--- config.mk ---
export PLATFORM = sky130hd
export DESIGN_NAME = cache_fill_controller_flat
export DESIGN_NICKNAME = d
export VERILOG_FILES = /design/src/rtl/cache_fill_controller_pkg.sv /design/src/rtl/cache_fill_controller_if.sv /design/src/rtl/fill_word_counter.sv /design/src/rtl/cache_fill_controller.sv /design/src/flat_wrapper.sv
export SDC_FILE = /design/constraint.sdc
export NUM_CORES = 1
export LEC_CHECK = 0
export CAP_MARGIN = 30
export CORE_MARGIN = 2
export CORE_UTILIZATION = 33
export DETAILED_ROUTE_END_ITERATION = 7
export GPL_TIMING_DRIVEN = 0
export HOLD_SLACK_MARGIN = 0.05
export PLACE_DENSITY = 0.83
export SYNTH_ARGS = -nofsm -noshare
export SYNTH_HDL_FRONTEND = slang
export SYNTH_SLANG_ARGS = --single-unit
--- constraint.sdc ---
create_clock -name clk -period 1.8 [get_ports clk]
set_clock_uncertainty 0.05 [all_clocks]
set_input_delay 0.45 -clock clk [delete_from_list [all_inputs] [get_ports clk]]
set_output_delay 0.45 -clock clk [all_outputs]
set_load 0.02 [all_outputs]
--- src/rtl/cache_fill_controller_pkg.sv ---
// Shared types and constants for the cache miss fill controller.
// Block geometry defaults and the FSM state encoding live here.
package cache_fill_controller_pkg;

  localparam int WORDS_PER_BLOCK = 8;
  localparam int OFFSET_BITS     = 4;
  localparam int WORD_IDX_W      = $clog2(WORDS_PER_BLOCK);
  localparam logic [15:0] BLOCK_MASK = 16'hFFF0;

  typedef enum logic [1:0] {
    IDLE = 2'd0,
    FILL = 2'd1,
    DONE = 2'd2
  } fill_state_t;

endpackage

--- src/rtl/cache_fill_controller_if.sv ---
// Bundle of cache miss, main-memory and fill-write signals around the controller.
// master: caches and main memory; slave: the fill controller.
interface cache_fill_controller_if
  import cache_fill_controller_pkg::*;
#(
  parameter int ADDR_W = 16
);

  logic                  i_miss;
  logic [ADDR_W-1:0]     i_miss_addr;
  logic                  d_miss;
  logic [ADDR_W-1:0]     d_miss_addr;
  logic                  mem_en;
  logic [ADDR_W-1:0]     mem_addr;
  logic                  mem_data_valid;
  logic [ADDR_W-1:0]     mem_data;
  logic [ADDR_W-1:0]     fill_data;
  logic [WORD_IDX_W-1:0] fill_word;
  logic                  i_data_we;
  logic                  d_data_we;
  logic                  i_tag_we;
  logic                  d_tag_we;
  logic                  i_fill_done;
  logic                  d_fill_done;
  logic                  busy;

  modport master (
    output i_miss, i_miss_addr, d_miss, d_miss_addr, mem_data_valid, mem_data,
    input  mem_en, mem_addr, fill_data, fill_word, i_data_we, d_data_we,
           i_tag_we, d_tag_we, i_fill_done, d_fill_done, busy
  );

  modport slave (
    input  i_miss, i_miss_addr, d_miss, d_miss_addr, mem_data_valid, mem_data,
    output mem_en, mem_addr, fill_data, fill_word, i_data_we, d_data_we,
           i_tag_we, d_tag_we, i_fill_done, d_fill_done, busy
  );

endinterface

--- src/rtl/fill_word_counter.sv ---
// Word counter with synchronous clear and count enable; clear wins over enable.
module fill_word_counter #(
  parameter int WIDTH = 3
) (
  input  logic             clk,
  input  logic             rst,
  input  logic             clr,
  input  logic             en,
  output logic [WIDTH-1:0] count
);

  logic [WIDTH-1:0] count_reg;

  always_ff @(posedge clk) begin
    if (rst || clr) begin
      count_reg <= '0;
    end else if (en) begin
      count_reg <= count_reg + WIDTH'(1);
    end
  end

  assign count = count_reg;

endmodule

--- src/rtl/cache_fill_controller.sv ---
// Services one held I- or D-cache miss at a time: issues the block's word reads,
// streams returned words into the selected cache, then writes the tag and signals done.
module cache_fill_controller
  import cache_fill_controller_pkg::fill_state_t,
         cache_fill_controller_pkg::IDLE,
         cache_fill_controller_pkg::FILL,
         cache_fill_controller_pkg::DONE,
         cache_fill_controller_pkg::BLOCK_MASK;
#(
  parameter int ADDR_W          = 16,
  parameter int WORDS_PER_BLOCK = cache_fill_controller_pkg::WORDS_PER_BLOCK,
  parameter int OFFSET_BITS     = cache_fill_controller_pkg::OFFSET_BITS
) (
  input logic                     clk,
  input logic                     rst,
  cache_fill_controller_if.slave  bus
);

  localparam int ISSUE_W = $clog2(WORDS_PER_BLOCK) + 1;
  localparam int RECV_W  = $clog2(WORDS_PER_BLOCK);
  localparam logic [ISSUE_W-1:0] ISSUE_END = ISSUE_W'(WORDS_PER_BLOCK);
  localparam logic [RECV_W-1:0]  LAST_RECV = RECV_W'(WORDS_PER_BLOCK - 1);
  // Package mask is the default; the parameterised shift covers wider offsets.
  localparam logic [ADDR_W-1:0]  ADDR_MASK =
      ADDR_W'(BLOCK_MASK) & ({ADDR_W{1'b1}} << OFFSET_BITS);

  fill_state_t        state_reg, state_next;
  logic               sel_d_reg, sel_d_next;
  logic [ADDR_W-1:0]  base_reg, base_next;

  logic [ISSUE_W-1:0] issue_cnt;
  logic [RECV_W-1:0]  recv_cnt;
  logic               cnt_clr;
  logic               issue_en;
  logic               recv_fire;
  logic               last_word;

  logic [1:0]         data_we;
  logic [1:0]         tag_we;
  logic [1:0]         fill_done;

  always_ff @(posedge clk) begin
    if (rst) begin
      state_reg <= IDLE;
      sel_d_reg <= 1'b0;
      base_reg  <= '0;
    end else begin
      state_reg <= state_next;
      sel_d_reg <= sel_d_next;
      base_reg  <= base_next;
    end
  end

  always_comb begin
    state_next = state_reg;
    sel_d_next = sel_d_reg;
    base_next  = base_reg;
    case (state_reg)
      IDLE: begin
        // D-cache wins a tie; a losing I miss stays held and is taken later.
        if (bus.d_miss) begin
          sel_d_next = 1'b1;
          base_next  = bus.d_miss_addr & ADDR_MASK;
          state_next = FILL;
        end else if (bus.i_miss) begin
          sel_d_next = 1'b0;
          base_next  = bus.i_miss_addr & ADDR_MASK;
          state_next = FILL;
        end
      end
      FILL: begin
        if (recv_fire && last_word) begin
          state_next = DONE;
        end
      end
      DONE: begin
        state_next = IDLE;
      end
      default: begin
        state_next = IDLE;
      end
    endcase
  end

  // Both counters restart in every IDLE cycle, so a fill always begins from zero.
  assign cnt_clr   = (state_reg == IDLE);
  assign issue_en  = (state_reg == FILL) && (issue_cnt < ISSUE_END);
  assign recv_fire = (state_reg == FILL) && bus.mem_data_valid;
  assign last_word = (recv_cnt == LAST_RECV);

  fill_word_counter #(
    .WIDTH (ISSUE_W)
  ) u_issue_cnt (
    .clk   (clk),
    .rst   (rst),
    .clr   (cnt_clr),
    .en    (issue_en),
    .count (issue_cnt)
  );

  fill_word_counter #(
    .WIDTH (RECV_W)
  ) u_recv_cnt (
    .clk   (clk),
    .rst   (rst),
    .clr   (cnt_clr),
    .en    (recv_fire),
    .count (recv_cnt)
  );

  // Words are 16 bits, so consecutive word addresses step by two bytes.
  assign bus.mem_en    = issue_en;
  assign bus.mem_addr  = issue_en ? (base_reg + (ADDR_W'(issue_cnt) << 1)) : '0;
  assign bus.fill_data = recv_fire ? bus.mem_data : '0;
  assign bus.fill_word = recv_fire ? recv_cnt : '0;
  assign bus.busy      = (state_reg != IDLE);

  // Index 0 is the I-cache, index 1 the D-cache.
  for (genvar gi = 0; gi < 2; gi++) begin : g_cache
    logic is_sel;
    assign is_sel        = (sel_d_reg == 1'(gi));
    assign data_we[gi]   = recv_fire & is_sel;
    assign tag_we[gi]    = recv_fire & last_word & is_sel;
    assign fill_done[gi] = (state_reg == DONE) & is_sel;
  end

  assign bus.i_data_we   = data_we[0];
  assign bus.d_data_we   = data_we[1];
  assign bus.i_tag_we    = tag_we[0];
  assign bus.d_tag_we    = tag_we[1];
  assign bus.i_fill_done = fill_done[0];
  assign bus.d_fill_done = fill_done[1];

endmodule

--- src/flat_wrapper.sv ---
// flat-port wrapper written by rule: the top's interface ports become plain ports
module cache_fill_controller_flat import cache_fill_controller_pkg::fill_state_t,
         cache_fill_controller_pkg::IDLE,
         cache_fill_controller_pkg::FILL,
         cache_fill_controller_pkg::DONE,
         cache_fill_controller_pkg::BLOCK_MASK;
#(
  parameter int ADDR_W          = 16,
  parameter int WORDS_PER_BLOCK = cache_fill_controller_pkg::WORDS_PER_BLOCK,
  parameter int OFFSET_BITS     = cache_fill_controller_pkg::OFFSET_BITS
)
  (clk, rst, bus_i_miss, bus_i_miss_addr, bus_d_miss, bus_d_miss_addr, bus_mem_data_valid, bus_mem_data, bus_mem_en, bus_mem_addr, bus_fill_data, bus_fill_word, bus_i_data_we, bus_d_data_we, bus_i_tag_we, bus_d_tag_we, bus_i_fill_done, bus_d_fill_done, bus_busy);
  cache_fill_controller_if #(.ADDR_W(ADDR_W)) bus_i ();
  input logic clk;
  input logic rst;
  input wire logic [$bits(bus_i.i_miss)-1:0] bus_i_miss;
  input wire logic [$bits(bus_i.i_miss_addr)-1:0] bus_i_miss_addr;
  input wire logic [$bits(bus_i.d_miss)-1:0] bus_d_miss;
  input wire logic [$bits(bus_i.d_miss_addr)-1:0] bus_d_miss_addr;
  input wire logic [$bits(bus_i.mem_data_valid)-1:0] bus_mem_data_valid;
  input wire logic [$bits(bus_i.mem_data)-1:0] bus_mem_data;
  output wire logic [$bits(bus_i.mem_en)-1:0] bus_mem_en;
  output wire logic [$bits(bus_i.mem_addr)-1:0] bus_mem_addr;
  output wire logic [$bits(bus_i.fill_data)-1:0] bus_fill_data;
  output wire logic [$bits(bus_i.fill_word)-1:0] bus_fill_word;
  output wire logic [$bits(bus_i.i_data_we)-1:0] bus_i_data_we;
  output wire logic [$bits(bus_i.d_data_we)-1:0] bus_d_data_we;
  output wire logic [$bits(bus_i.i_tag_we)-1:0] bus_i_tag_we;
  output wire logic [$bits(bus_i.d_tag_we)-1:0] bus_d_tag_we;
  output wire logic [$bits(bus_i.i_fill_done)-1:0] bus_i_fill_done;
  output wire logic [$bits(bus_i.d_fill_done)-1:0] bus_d_fill_done;
  output wire logic [$bits(bus_i.busy)-1:0] bus_busy;
  assign bus_i.i_miss = bus_i_miss;
  assign bus_i.i_miss_addr = bus_i_miss_addr;
  assign bus_i.d_miss = bus_d_miss;
  assign bus_i.d_miss_addr = bus_d_miss_addr;
  assign bus_i.mem_data_valid = bus_mem_data_valid;
  assign bus_i.mem_data = bus_mem_data;
  assign bus_mem_en = bus_i.mem_en;
  assign bus_mem_addr = bus_i.mem_addr;
  assign bus_fill_data = bus_i.fill_data;
  assign bus_fill_word = bus_i.fill_word;
  assign bus_i_data_we = bus_i.i_data_we;
  assign bus_d_data_we = bus_i.d_data_we;
  assign bus_i_tag_we = bus_i.i_tag_we;
  assign bus_d_tag_we = bus_i.d_tag_we;
  assign bus_i_fill_done = bus_i.i_fill_done;
  assign bus_d_fill_done = bus_i.d_fill_done;
  assign bus_busy = bus_i.busy;
  cache_fill_controller #(.ADDR_W(ADDR_W), .WORDS_PER_BLOCK(WORDS_PER_BLOCK), .OFFSET_BITS(OFFSET_BITS)) u_core (.clk(clk), .rst(rst), .bus(bus_i));
endmodule
==> metrics.yaml <==
clock_network:
  cts_root_buf: "clkbuf_8"
  cts.path.max_buffers: 2
  cts_tree: "built"
  htreeDepth: 1
  clock-sinks: 22
  clk_latency_ns: 0.26
  clk_pin_slew_ns: 0.08
  numCtsBuffers: 3
  cts_hold_buf: 0
sta:
  hold_viol_final: 0
  final-max-slew-violation-count: 0
  max_freq_mhz: 436.4
  rsz0062_at_grt: "true"
  setup_viol: 39
  fin_ws_ns: -0.4913
  period_needed_ns: 2.291
  timing.final.crit_share_pct: 127.3
pwr:
  vdd_drop_max_mv: 0.2983
  fin_total_pwr_mw: 1.547
  p_leak_nw: 1.451
  powerDensity_nw_per_um2: 475.1
global_route:
  grtUsageTotal_pct: 21.37
  grt_pass1_vias: 1853
  grt-ovfl-total: 0
  use_met3_pct: 3.134
  grt_max_degree: 13
  met2_usage_pct: 36.66
  use_met1_pct: 27.73
  grt_first_pass_wirelength_um: 8825
  busiest_layer: "met2"
  antenna_found_initial: 0
floorplanning:
  initial_core_util_pct: 34.14
  die_w_um: 71.12
  fp-row-count: 24
  die_area_sq_um: 5057
  die-height_um: 71.12
  fp.coreArea_sq_um: 4354
  io_pins: 96
layout:
  layout_commonest_cell: "buf_6"
  final_cells: 364
  largest_reg_flops: 12
  final_layout_size_suffix_gt1_share_pct: 53.85
  layout_common_cells: "buf_6, clkdlybuf4s50_1, buf_4, and2_4, a21oi_1"
  antenna_cells: 0
  area_growth_pct: 119.0
  fin_nets: 371
logic_synthesis:
  synth_edf_count: 0
  syn-num-nets: 243
  synth.cell_area_sq_um: 1486
  synthCells: 185
  yosys_warnings: 0
  yosysUniqueCellTypes: 35
  synth_flop_cell: "dfxtp_1"
  ys_ff_latch: 22
  ys_seq_area_share_pct: 29.63
  syn_area_per_cell_sq_um: 8.035
  ys_async_sr_fraction_pct: 0
drt:
  ant_nets: 0
  firstDrtPassIters: 4
  drt_iter0_markers: 113
  via_per_inst: 5.266
  wl_per_cell_um: 16.31
  drc: 0
  routed_wl_um: 5937
  num_vias: 1917
setup_path:
  cp-end-kind: "output port"
  cp_max_fo: 5
  cp_common_cell: "buf_6"
  path_cells: "nand4_1 -> clkbuf_8 -> buf_6 -> nor4_4 -> mux2i_4 -> buf_6"
  cp.required_ns: 1.30
  worst_path_max_delay_cell: "dfxtp_4"
  cp-start-kind: "register"
  arrival_ns: 1.79
  critPathKind: "reg -> out"
  max_stage_delay_ns: 0.35
hold_path:
  min_path_type: "reg -> reg"
outcome:
  outcome: "complete, but fails checks"
  violations: "setup timing"
place:
  hpwl_um: 3362
  portBuffers: 84
  place_inst: 321
  gp_congestion: 0.8158
run:
  cap_violations: 0
[kinds of logic (layout without fill, tap and decap cells)]
group / Yosys count / after routing / share of synthesized area, %
mux: 16 / 16 / 10.77
buf+inv: 22 / 148 / 6.902
simple gates: 72 / 73 / 27.27
fa+ha+maj: 5 / 5 / 4.209
compound gates: 41 / 41 / 17.42
other cells: 1 / 1 / 0.2523
xor+xnor: 6 / 6 / 3.536
flops: 22 / 22 / 29.63
[Yosys cell counts, types with 4 or more instances]
library cell | n | share of area, %
a211oi_1 | 12 | 6.1
a21oi_1 | 19 | 6.4
and2_1 | 25 | 11
buf_2 | 4 | 1.3
clkbuf_1 | 6 | 1.5
dfxtp_1 | 22 | 30
ha_1 | 5 | 4.2
inv_1 | 8 | 2.0
mux2i_1 | 16 | 11
nand2_1 | 11 | 2.8
nand2b_1 | 5 | 2.1
nor2_1 | 12 | 3.0
[cell type report]
cell class | instances | area [sq um]
clock buffers | 4 | 55.05
repair buffers | 124 | 1235
well taps | 52 | 65.06
fillers | 271 | 1099
inverters | 8 | 40.04
plain buffers | 12 | 96.34
flip-flops and latches | 22 | 481.7
multi-input cells | 142 | 1282
[critical path: cells and delay by family (launching register included)]
family	cells	cell delay, ns
flip-flops	1	0.35
multiplexers	1	0.28
buffers and inverters	3	0.48
AND/OR/NAND/NOR	2	0.41
[layer usage]
layer | routed length (um) | part of all wire [%] | vias to the layer above
li1 | - | - | 905
met4 | 119 | 2.0 | 0
met2 | 3051 | 51 | 84
met1 | 2445 | 41 | 914
met3 | 320 | 5.4 | 14
met5 | 0 | 0 | -
[report_power, final]
| group | internal, mW | leakage [nW] | switching (mW) |
|---|---|---|---|
| Clock | 0.195 | 0.0288 | 0.161 |
| Sequential | 0.520 | 0.189 | 0.0371 |
| Combinational | 0.343 | 1.23 | 0.291 |
| Total | 1.06 | 1.45 | 0.489 |
[through the flow]
step           setup TNS (ns)  setup WS [ns]  cell area, sq um  utilization (%)  hold slack, ns
6_report               -7.516        -0.4913              3256            74.77          0.4800
5_1_grt                -9.625        -0.5633              3256            74.77          0.4908
4_1_cts                -6.725        -0.4015              3122            71.70          0.4502
3_5_place_dp           -33.93         -1.101              2556            58.71          0.4357
3_3_place_gp           -33.29         -1.103              2556            58.71          0.4309
2_1_floorplan         -0.1282       -0.05118              1650                -          0.4115
[repair_timing]
item	CTS	global route
pin swaps	26	14
gates resized for setup	308	41
endpoints found under the setup margin	42	51
gates cloned	5	0
buffers inserted	27	10
[final timing paths]
kind                                                start                                        to  slack (ns)  cells after the start
setup reg to reg         u_core.state_reg[0]$_SDFFE_PP0P_  u_core.u_issue_cnt.count[2]$_SDFFE_PP0P_        0.11                      5
hold reg to reg   u_core.u_recv_cnt.count[0]$_SDFFE_PP0N_   u_core.u_recv_cnt.count[0]$_SDFFE_PP0N_        0.48                      2
hold / removal    u_core.u_recv_cnt.count[0]$_SDFFE_PP0N_   u_core.u_recv_cnt.count[0]$_SDFFE_PP0N_        0.48                      2
setup / recovery          u_core.base_reg[6]$_SDFFE_PP0P_                          bus_mem_addr[14]       -0.49                      6
Power figures use the tool's default switching activity.
